**config.mk**
```make
export PLATFORM = sky130hd
export DESIGN_NAME = stats_readout
export DESIGN_NICKNAME = d
export VERILOG_FILES = /design/src/rtl/stats_pkg.sv /design/src/rtl/stats_sample_counter.sv /design/src/rtl/stats_readout.sv
export SDC_FILE = /design/constraint.sdc
export NUM_CORES = 1
export LEC_CHECK = 0
export BUFFER_PORTS_ARGS = -buffer_cell sky130_fd_sc_hd__buf_2
export CORE_MARGIN = 1
export CORE_UTILIZATION = 30
export CTS_CLUSTER_DIAMETER = 100
export DETAILED_ROUTE_END_ITERATION = 10
export PLACE_DENSITY = 0.53
export REMOVE_ABC_BUFFERS = 1
export SLEW_MARGIN = 10
export SYNTH_ARGS = -nofsm -noshare
export SYNTH_HDL_FRONTEND = slang
export SYNTH_HIERARCHICAL = 1
export SYNTH_SLANG_ARGS = --single-unit
export TNS_END_PERCENT = 30
```
**constraint.sdc**
```tcl
create_clock -name clk -period 5.1 [get_ports clk]
set_input_delay 0 -clock clk [delete_from_list [all_inputs] [get_ports clk]]
set_output_delay 0 -clock clk [all_outputs]
set_load 0.02 [all_outputs]
```
**src/rtl/stats_pkg.sv**
```systemverilog
// stats_pkg: shared constants, types and the frame word mux
// for the stats readout (counter + snapshot streamer).
package stats_pkg;

  localparam int FRAME_WORDS = 12;
  localparam int IDX_W = 4;

  localparam logic [15:0] HEADER_DEFAULT = 16'hA55A;

  typedef logic [IDX_W-1:0] idx_t;

  // First word index of each frame field.
  localparam idx_t IDX_CNT  = 4'd1;
  localparam idx_t IDX_SUM  = 4'd3;
  localparam idx_t IDX_SQ   = 4'd7;
  localparam idx_t IDX_CSUM = 4'd11;

  typedef enum logic {
    IDLE,
    SEND
  } state_t;

  typedef struct packed {
    logic [31:0] cnt;
    logic [63:0] sum;
    logic [63:0] sq;
  } snap_t;

  // Word at index idx; fields are sent MS word first.
  function automatic logic [15:0] frame_word(
    input logic [15:0] hdr,
    input snap_t       s,
    input idx_t        idx,
    input logic [15:0] csum
  );
    logic [15:0] w;
    w = '0;
    unique case (idx)
      4'd0:         w = hdr;
      IDX_CNT:      w = s.cnt[31:16];
      IDX_CNT + 1:  w = s.cnt[15:0];
      IDX_SUM:      w = s.sum[63:48];
      IDX_SUM + 1:  w = s.sum[47:32];
      IDX_SUM + 2:  w = s.sum[31:16];
      IDX_SUM + 3:  w = s.sum[15:0];
      IDX_SQ:       w = s.sq[63:48];
      IDX_SQ + 1:   w = s.sq[47:32];
      IDX_SQ + 2:   w = s.sq[31:16];
      IDX_SQ + 3:   w = s.sq[15:0];
      IDX_CSUM:     w = csum;
      default:      w = '0;
    endcase
    return w;
  endfunction

endpackage

```
**src/rtl/stats_sample_counter.sv**
```systemverilog
// stats_sample_counter: saturating sample counter kept in
// lock-step with the sum / sum-of-squares accumulator.
// Ports: clk_i, rst_i (async, active high), mode_i (0 = clear),
//        status_i (0 = sample present), count_o (W bits).
module stats_sample_counter #(
  parameter int W = 32
) (
  input  logic         clk_i,
  input  logic         rst_i,
  input  logic         mode_i,
  input  logic         status_i,
  output logic [W-1:0] count_o
);

  logic [W-1:0] cnt_q;
  logic [W-1:0] cnt_d;

  always_comb begin
    cnt_d = cnt_q;
    if (!mode_i) begin
      cnt_d = '0;
    end else if (!status_i && (cnt_q != '1)) begin
      cnt_d = cnt_q + 1'b1;
    end
  end

  always_ff @(posedge clk_i or posedge rst_i) begin
    if (rst_i) begin
      cnt_q <= '0;
    end else begin
      cnt_q <= cnt_d;
    end
  end

  assign count_o = cnt_q;

endmodule

```
**src/rtl/stats_readout.sv**
```systemverilog
// stats_readout: snapshots count / sum / sum-of-squares on
// capture and streams a 12-word frame with trailing checksum.
// Ports: clk, reset (async, active high), mode, status,
//        sum_in, sum_square_in, capture, busy,
//        out_data / out_valid / out_ready / out_last (stream).
module stats_readout
  import stats_pkg::*;
#(
  parameter logic [15:0] HEADER = HEADER_DEFAULT,
  parameter int          CNT_W  = 32
) (
  input  logic        clk,
  input  logic        reset,
  input  logic        mode,
  input  logic        status,
  input  logic [63:0] sum_in,
  input  logic [63:0] sum_square_in,
  input  logic        capture,
  output logic        busy,
  output logic [15:0] out_data,
  output logic        out_valid,
  input  logic        out_ready,
  output logic        out_last
);

  state_t      state_q;
  state_t      state_d;
  idx_t        idx_q;
  idx_t        idx_d;
  logic [15:0] csum_q;
  logic [15:0] csum_d;
  snap_t       snap_q;
  snap_t       snap_d;

  logic [CNT_W-1:0] count;
  logic [15:0]      word;

  stats_sample_counter #(
    .W (CNT_W)
  ) u_cnt (
    .clk_i    (clk),
    .rst_i    (reset),
    .mode_i   (mode),
    .status_i (status),
    .count_o  (count)
  );

  // Word is a pure function of registered state, so out_data
  // never sees out_ready combinationally.
  assign word = frame_word(HEADER, snap_q, idx_q, csum_q);

  assign busy      = (state_q == SEND);
  assign out_valid = busy;
  assign out_last  = busy & (idx_q == IDX_CSUM);
  assign out_data  = busy ? word : 16'h0000;

  always_comb begin
    state_d = state_q;
    idx_d   = idx_q;
    csum_d  = csum_q;
    snap_d  = snap_q;
    unique case (state_q)
      IDLE: begin
        if (capture) begin
          snap_d.cnt = count;
          snap_d.sum = sum_in;
          snap_d.sq  = sum_square_in;
          idx_d      = '0;
          csum_d     = '0;
          state_d    = SEND;
        end
      end
      SEND: begin
        if (out_ready) begin
          if (idx_q == IDX_CSUM) begin
            idx_d   = '0;
            state_d = IDLE;
          end else begin
            csum_d = csum_q + word;
            idx_d  = idx_q + 1'b1;
          end
        end
      end
    endcase
  end

  always_ff @(posedge clk or posedge reset) begin
    if (reset) begin
      state_q <= IDLE;
      idx_q   <= '0;
      csum_q  <= '0;
      snap_q  <= '0;
    end else begin
      state_q <= state_d;
      idx_q   <= idx_d;
      csum_q  <= csum_d;
      snap_q  <= snap_d;
    end
  end

endmodule

```
== Word level (Yosys, flattened, before mapping) ==
Index checks and enable logic that the tools add are counted.

* Bitwise logic cells: 2
* Reduce and logical (&&, ||, !) cells: 6
* Eq/ne operators: 16
* Mux-type cells: 16
* Add/sub/neg operators: 3

{| class="wikitable"
|+ Operators by type and width
! operator !! number
|-
| 16-bit case mux with 12 select lines || 1
|-
| 16-bit two-way mux || 4
|-
| 32-bit two-way mux || 2
|-
| 32-bit by 1-bit adder with 32-bit output (second input constant) || 1
|-
| 32-bit inequality test (second input constant) || 1
|-
| 16-bit case mux with 2 select lines || 1
|-
| 16-bit adder || 1
|-
| 4-bit by 3-bit equality test with 1-bit output (second input constant) || 4
|-
| 4-bit equality test (second input constant) || 4
|-
| 4-bit two-way mux || 3
|-
| 4-bit by 2-bit equality test with 1-bit output (second input constant) || 2
|-
| 4-bit case mux with 2 select lines || 1
|-
| 2-bit inequality test (second input constant) || 3
|-
| 4-bit by 1-bit adder with 4-bit output (second input constant) || 1
|-
| 4-bit by 1-bit equality test with 1-bit output (second input constant) || 1
|-
| 4-bit zero test || 1
|-
| 2-bit AND reduction || 2
|-
| 1-bit two-way mux || 3
|-
| 3-bit AND reduction || 1
|-
| 2-bit by 1-bit inequality test with 1-bit output (second input constant) || 1
|-
| 1-bit case mux with 2 select lines || 1
|-
| 1-bit bitwise AND || 1
|-
| 1-bit logical AND || 1
|-
| 1-bit zero test || 1
|-
| 1-bit inverter || 1
|}

* Output and inout port bits: 19
* Word-level logic and storage cells: 50
* Bits in registers: 213
* Input port bits: 134

== Depth between registers and ports, before layout ==
* Depth after elaboration: 6
* Depth in mapped cells: 23

== By module ==
The synthesis kept the hierarchy.

{| class="wikitable"
|+ Modules (own cells, without submodules)
! module !! cells each !! sequential area each (um^2) !! area each (um^2) !! instances
|-
| stats_readout || 1115 || 4529.3 || 9161.3 || 1
|-
| stats_sample_counter || 202 || 800.8 || 1806.7 || 1
|}

== Worst setup path before layout ==
OpenSTA, ideal clock, no wires.

* Path kind: register to register
* From: register idx_q[3]
* To: register csum_q[11]
* Slack: 0.558 ns
* Library setup time: 0.076 ns
* Period minus slack after synthesis: 4.542 ns
* Data arrival time: 4.466 ns
* Stages on the path, launching flop included: 22
* Buffers on the path: 5
* Path through: dfrtp_1 > buf_4 > buf_2 > buf_2 > buf_1 > clkbuf_1 > a21oi_1 > o21ai_0 > nand4_1 > nor2_1 > inv_1 > ha_1 > a21o_1 > a21o_1 > a221oi_2 > a2111oi_0 > o31ai_1 > o2111ai_1 > a41o_2 > xnor2_1 > or3_1 > o21ai_1

* Word-level cells in the longest chain between the ends: 6

{| class="wikitable"
|+ RTL lines
! what !! line !! RTL
|-
| start: declaration || stats_readout.sv:28 || <nowiki>idx_t idx_q;</nowiki>
|-
| start signal: assignment || stats_readout.sv:95 || <nowiki>idx_q <= idx_d;</nowiki>
|-
| 4-bit equality test, or another cell as far along || stats_pkg.sv:38, stats_readout.sv:75 ||
|-
| 16-bit case mux with 12 select lines || stats_pkg.sv:38 || <nowiki>unique case (idx)</nowiki>
|-
| 16-bit adder || stats_readout.sv:79 || <nowiki>csum_d = csum_q + word;</nowiki>
|-
| 16-bit two-way mux || stats_readout.sv:75 || <nowiki>if (idx_q == IDX_CSUM) begin</nowiki>
|-
| 16-bit two-way mux || stats_readout.sv:74 || <nowiki>if (out_ready) begin</nowiki>
|-
| 16-bit case mux with 2 select lines || stats_readout.sv:62 || <nowiki>unique case (state_q)</nowiki>
|-
| end signal: assignment || stats_readout.sv:96 || <nowiki>csum_q <= csum_d;</nowiki>
|-
| end: declaration || stats_readout.sv:30 || <nowiki>logic [15:0] csum_q;</nowiki>
|}

Several ways; a longest one is shown, not always the timed one. The select of a mux whose other input is x is not followed.
A chain may end at the register's enable or synchronous reset.

== Worst setup path in the final report ==
* From: register idx_q[0]
* To: register csum_q[11]

The elaborated chain is that of the path after synthesis.

==> results.md <==
* HPWL Detailed at 25.80 mm
* Crit path kind: register to register
* Fin Setup TNS at 0 ns
* FMAX at 216.6 MHz
* Number of core rows at 69
* Avg Inst Size Synth at 8.328 µm²
* Port Buffer Count at 152
* Mapped Area at 10970 µm²
* DRT antenna net count at 0
* Max_slew headroom at 40.32%
* Top area cells in the synthesized netlist: dfrtp_1, nand2_1, a21oi_1
* CTS tree: built
* Failing checks: design-rule violations
* Tmin final at 4.616 ns
* Syn Inst Count at 1317
* Layout area overhead at 31.93%
* Via/cell ratio at 5.015
* Largest net degree at the start of global routing at 163
* Nature of the critical path endpoint: register
* Post-CTS Resized at 0
* Synth cell count leaders: nand2_1, dfrtp_1, clkbuf_1, a21oi_1, o21ai_0
* Worst Hold Class: primary input to asynchronous set/reset pin
* H-tree levels at 1
* Max cap viols at 0
* I/O Pins at 153
* Power Density at 527.1 nW/µm²
* Inserted Clock Buffers at 26
* Reg clk slew, reported paths at 0.06 ns
* Finished Layout Cells at 2054
* Async SR Flop Fraction at 100.0%
* Final Cycle Share at 90.52%
* Dominant cell by count in the synthesized netlist: nand2_1
* Final #Nets at 1721
* Vias in the first global route at 10210
* Final Skew at 0.01966 ns
* Yosys top cell by area: dfrtp_1
* Antenna cells at 0
* CTS root buffer: clkbuf_16
* VDD IR max at 0.2272 mV
* Layout cells sized above 1 at 15.32%
* Final setup vio count at 0
* Placeable Area at 35740 µm²
* WP data required at 5.56 ns
* RePlAce Congestion at 0.8748
* Netlist cell types at 76
* TritonRoute pass-1 iters at 10
* Status: finished with violations
* Final Hold Fails at 0
* Gr usage total at 19.74%
* Wirelength, routed at 36.92 mm
* Ys flop type: dfrtp_1
* Worst-margin pin slew at 0.8951 ns
* Register area share after synthesis at 48.60%
* Synthesis-stage register bit count at 213
* Startpoint Class: register
* Min Hold Slack at 0.1651 ns
* Yosys warnings at 6
* DRC violations left at 11
* Crit-path max FO at 12
* RSZ-0062 raised after global routing: no
* Max clock buf depth at 3
* Post-Place Cells at 1872
* Chip height at 193.2 µm
* Final Max Tran Viols at 0
* Chip Width at 193.2 µm
* Starting DRT DRC Count at 906
* Leak at 7.038 nW
* Avg WL per Cell at 17.98 µm
* Sink Count at 213
* Routed vias at 10300
* Die area at 37330 µm²
* Starting Density at 30.69%
* Top-area cell type share of the netlist area at 48.60%
* Congestion Overflow GR at 0
* Post-synth EDFFs at 0
* Clk_lat worst skew at 0.54 ns
* Initial antenna violation count at 0
* Worst Path Arrival at 5.08 ns
* First-pass GRT wire length at 58.38 mm
[worst max-delay path, cell delays in order, from the launching register on]
cell and delay [ns]:
dfrtp_1 0.43, ha_1 0.41, and2_1 0.22, buf_4 0.16
a22oi_1 0.21, nand4_1 0.11, nor2_1 0.30, inv_1 0.08
ha_1 0.27, a21o_1 0.18, a21o_1 0.22, a221oi_2 0.33
a2111oi_0 0.13, o31ai_1 0.35, o2111ai_1 0.24, a41o_2 0.36
xnor2_1 0.15, or3_1 0.30, o21ai_1 0.08
[final cells by class]
cell class                      count  area, µm²
Clock buffer                       36      789.5
Clock inverter                     12      167.7
Fill cell                        3665      21270
Inverter                           27      106.4
Multi-Input combinational cell    993       5177
Sequential cell                   213       5330
Tap cell                          461      576.8
Timing Repair Buffer              312       2322
[path summary, 6_finish.rpt]
kind,start,to,slack [ns],cells after the start
min reg2reg,snap_q[154],snap_q[154],0.47,2
max reg2reg,idx_q[0],csum_q[11],0.48,18
max in group asynchronous,reset,snap_q[113],3.90,4
max,idx_q[0],csum_q[11],0.48,18
min,reset,u_cnt/count_o[25],0.17,4
min in group clk,sum_in[43],snap_q[107],0.19,4
[cell usage in the layout (no fill, tap or decap), types with 12 or more instances in the layout]
cell / synthesis / final
a21oi_1: 45 / 45
a22oi_1: 27 / 27
buf_2: 11 / 152
buf_4: 4 / 24
clkbuf_16: 0 / 27
dfrtp_1: 213 / 213
dlygate4sd3_1: 0 / 134
ha_1: 13 / 13
inv_1: 27 / 26
mux2i_1: 21 / 21
nand2_1: 546 / 545
nand2b_1: 13 / 13
nand3_1: 29 / 29
nand4_1: 12 / 12
nor2_1: 39 / 39
o21ai_0: 41 / 41
o31ai_1: 20 / 20
or4_1: 13 / 13
xnor2_1: 12 / 12
[report_power, final]
part,internal [W],switching [W],leakage [nW]
Sequential,0.00223,0.000484,2.76
Clock,0.00128,0.000738,0.468
Combinational,0.00113,0.00177,3.81
[state kept, by name, indices dropped and copies added, names as in the netlist]
name / cells
busy: 1
csum_q: 16
idx_q: 4
snap_q: 160
u_cnt/count_o: 32
[logic make-up (layout without fill, tap and decap cells)]
group / after synthesis / in the layout / share of synthesized area (%)
and+or+nand+nor: 716 / 716 / 27.65
AOI/OAI and AO/OA: 221 / 221 / 14.10
DFF: 213 / 213 / 48.60
buffers and inverters: 111 / 387 / 4.335
muxes: 23 / 23 / 2.122
xor gates and xnor gates: 18 / 18 / 1.437
adders and majority gates: 15 / 15 / 1.757
[per-layer routing]
metal  up-vias  share of wire (%)  global-route usage [%]  wire length (µm)
li1       4978                  -                       -                 -
met1      5017                 44                   26.52             16420
met2       260                 49                   33.68             18120
met3        45                4.3                   2.528              1585
met4         0                2.2                   4.800               797
met5         -                  0                       0                 0
[metrics by stage]
step	setup slack, ns	total power [W]	area [µm²]	util, %
floorplan	-2.623	0.004459	10590	-
global placement	0.6231	0.005499	12170	34.05
detailed placement	0.5552	0.005529	12170	34.05
CTS	0.5262	0.007671	14470	40.49
global route	0.1246	0.008112	14470	40.49
finish	0.4836	0.007627	14470	40.49
[repair_timing]
| item | in CTS | in global routing |
|---|---|---|
| hold endpoints to repair | 273 | 0 |
| hold buffers | 134 | 0 |
| setup endpoints to repair | 0 | 0 |
| buffers inserted | 0 | 0 |
(Power assumes the default switching activity.)
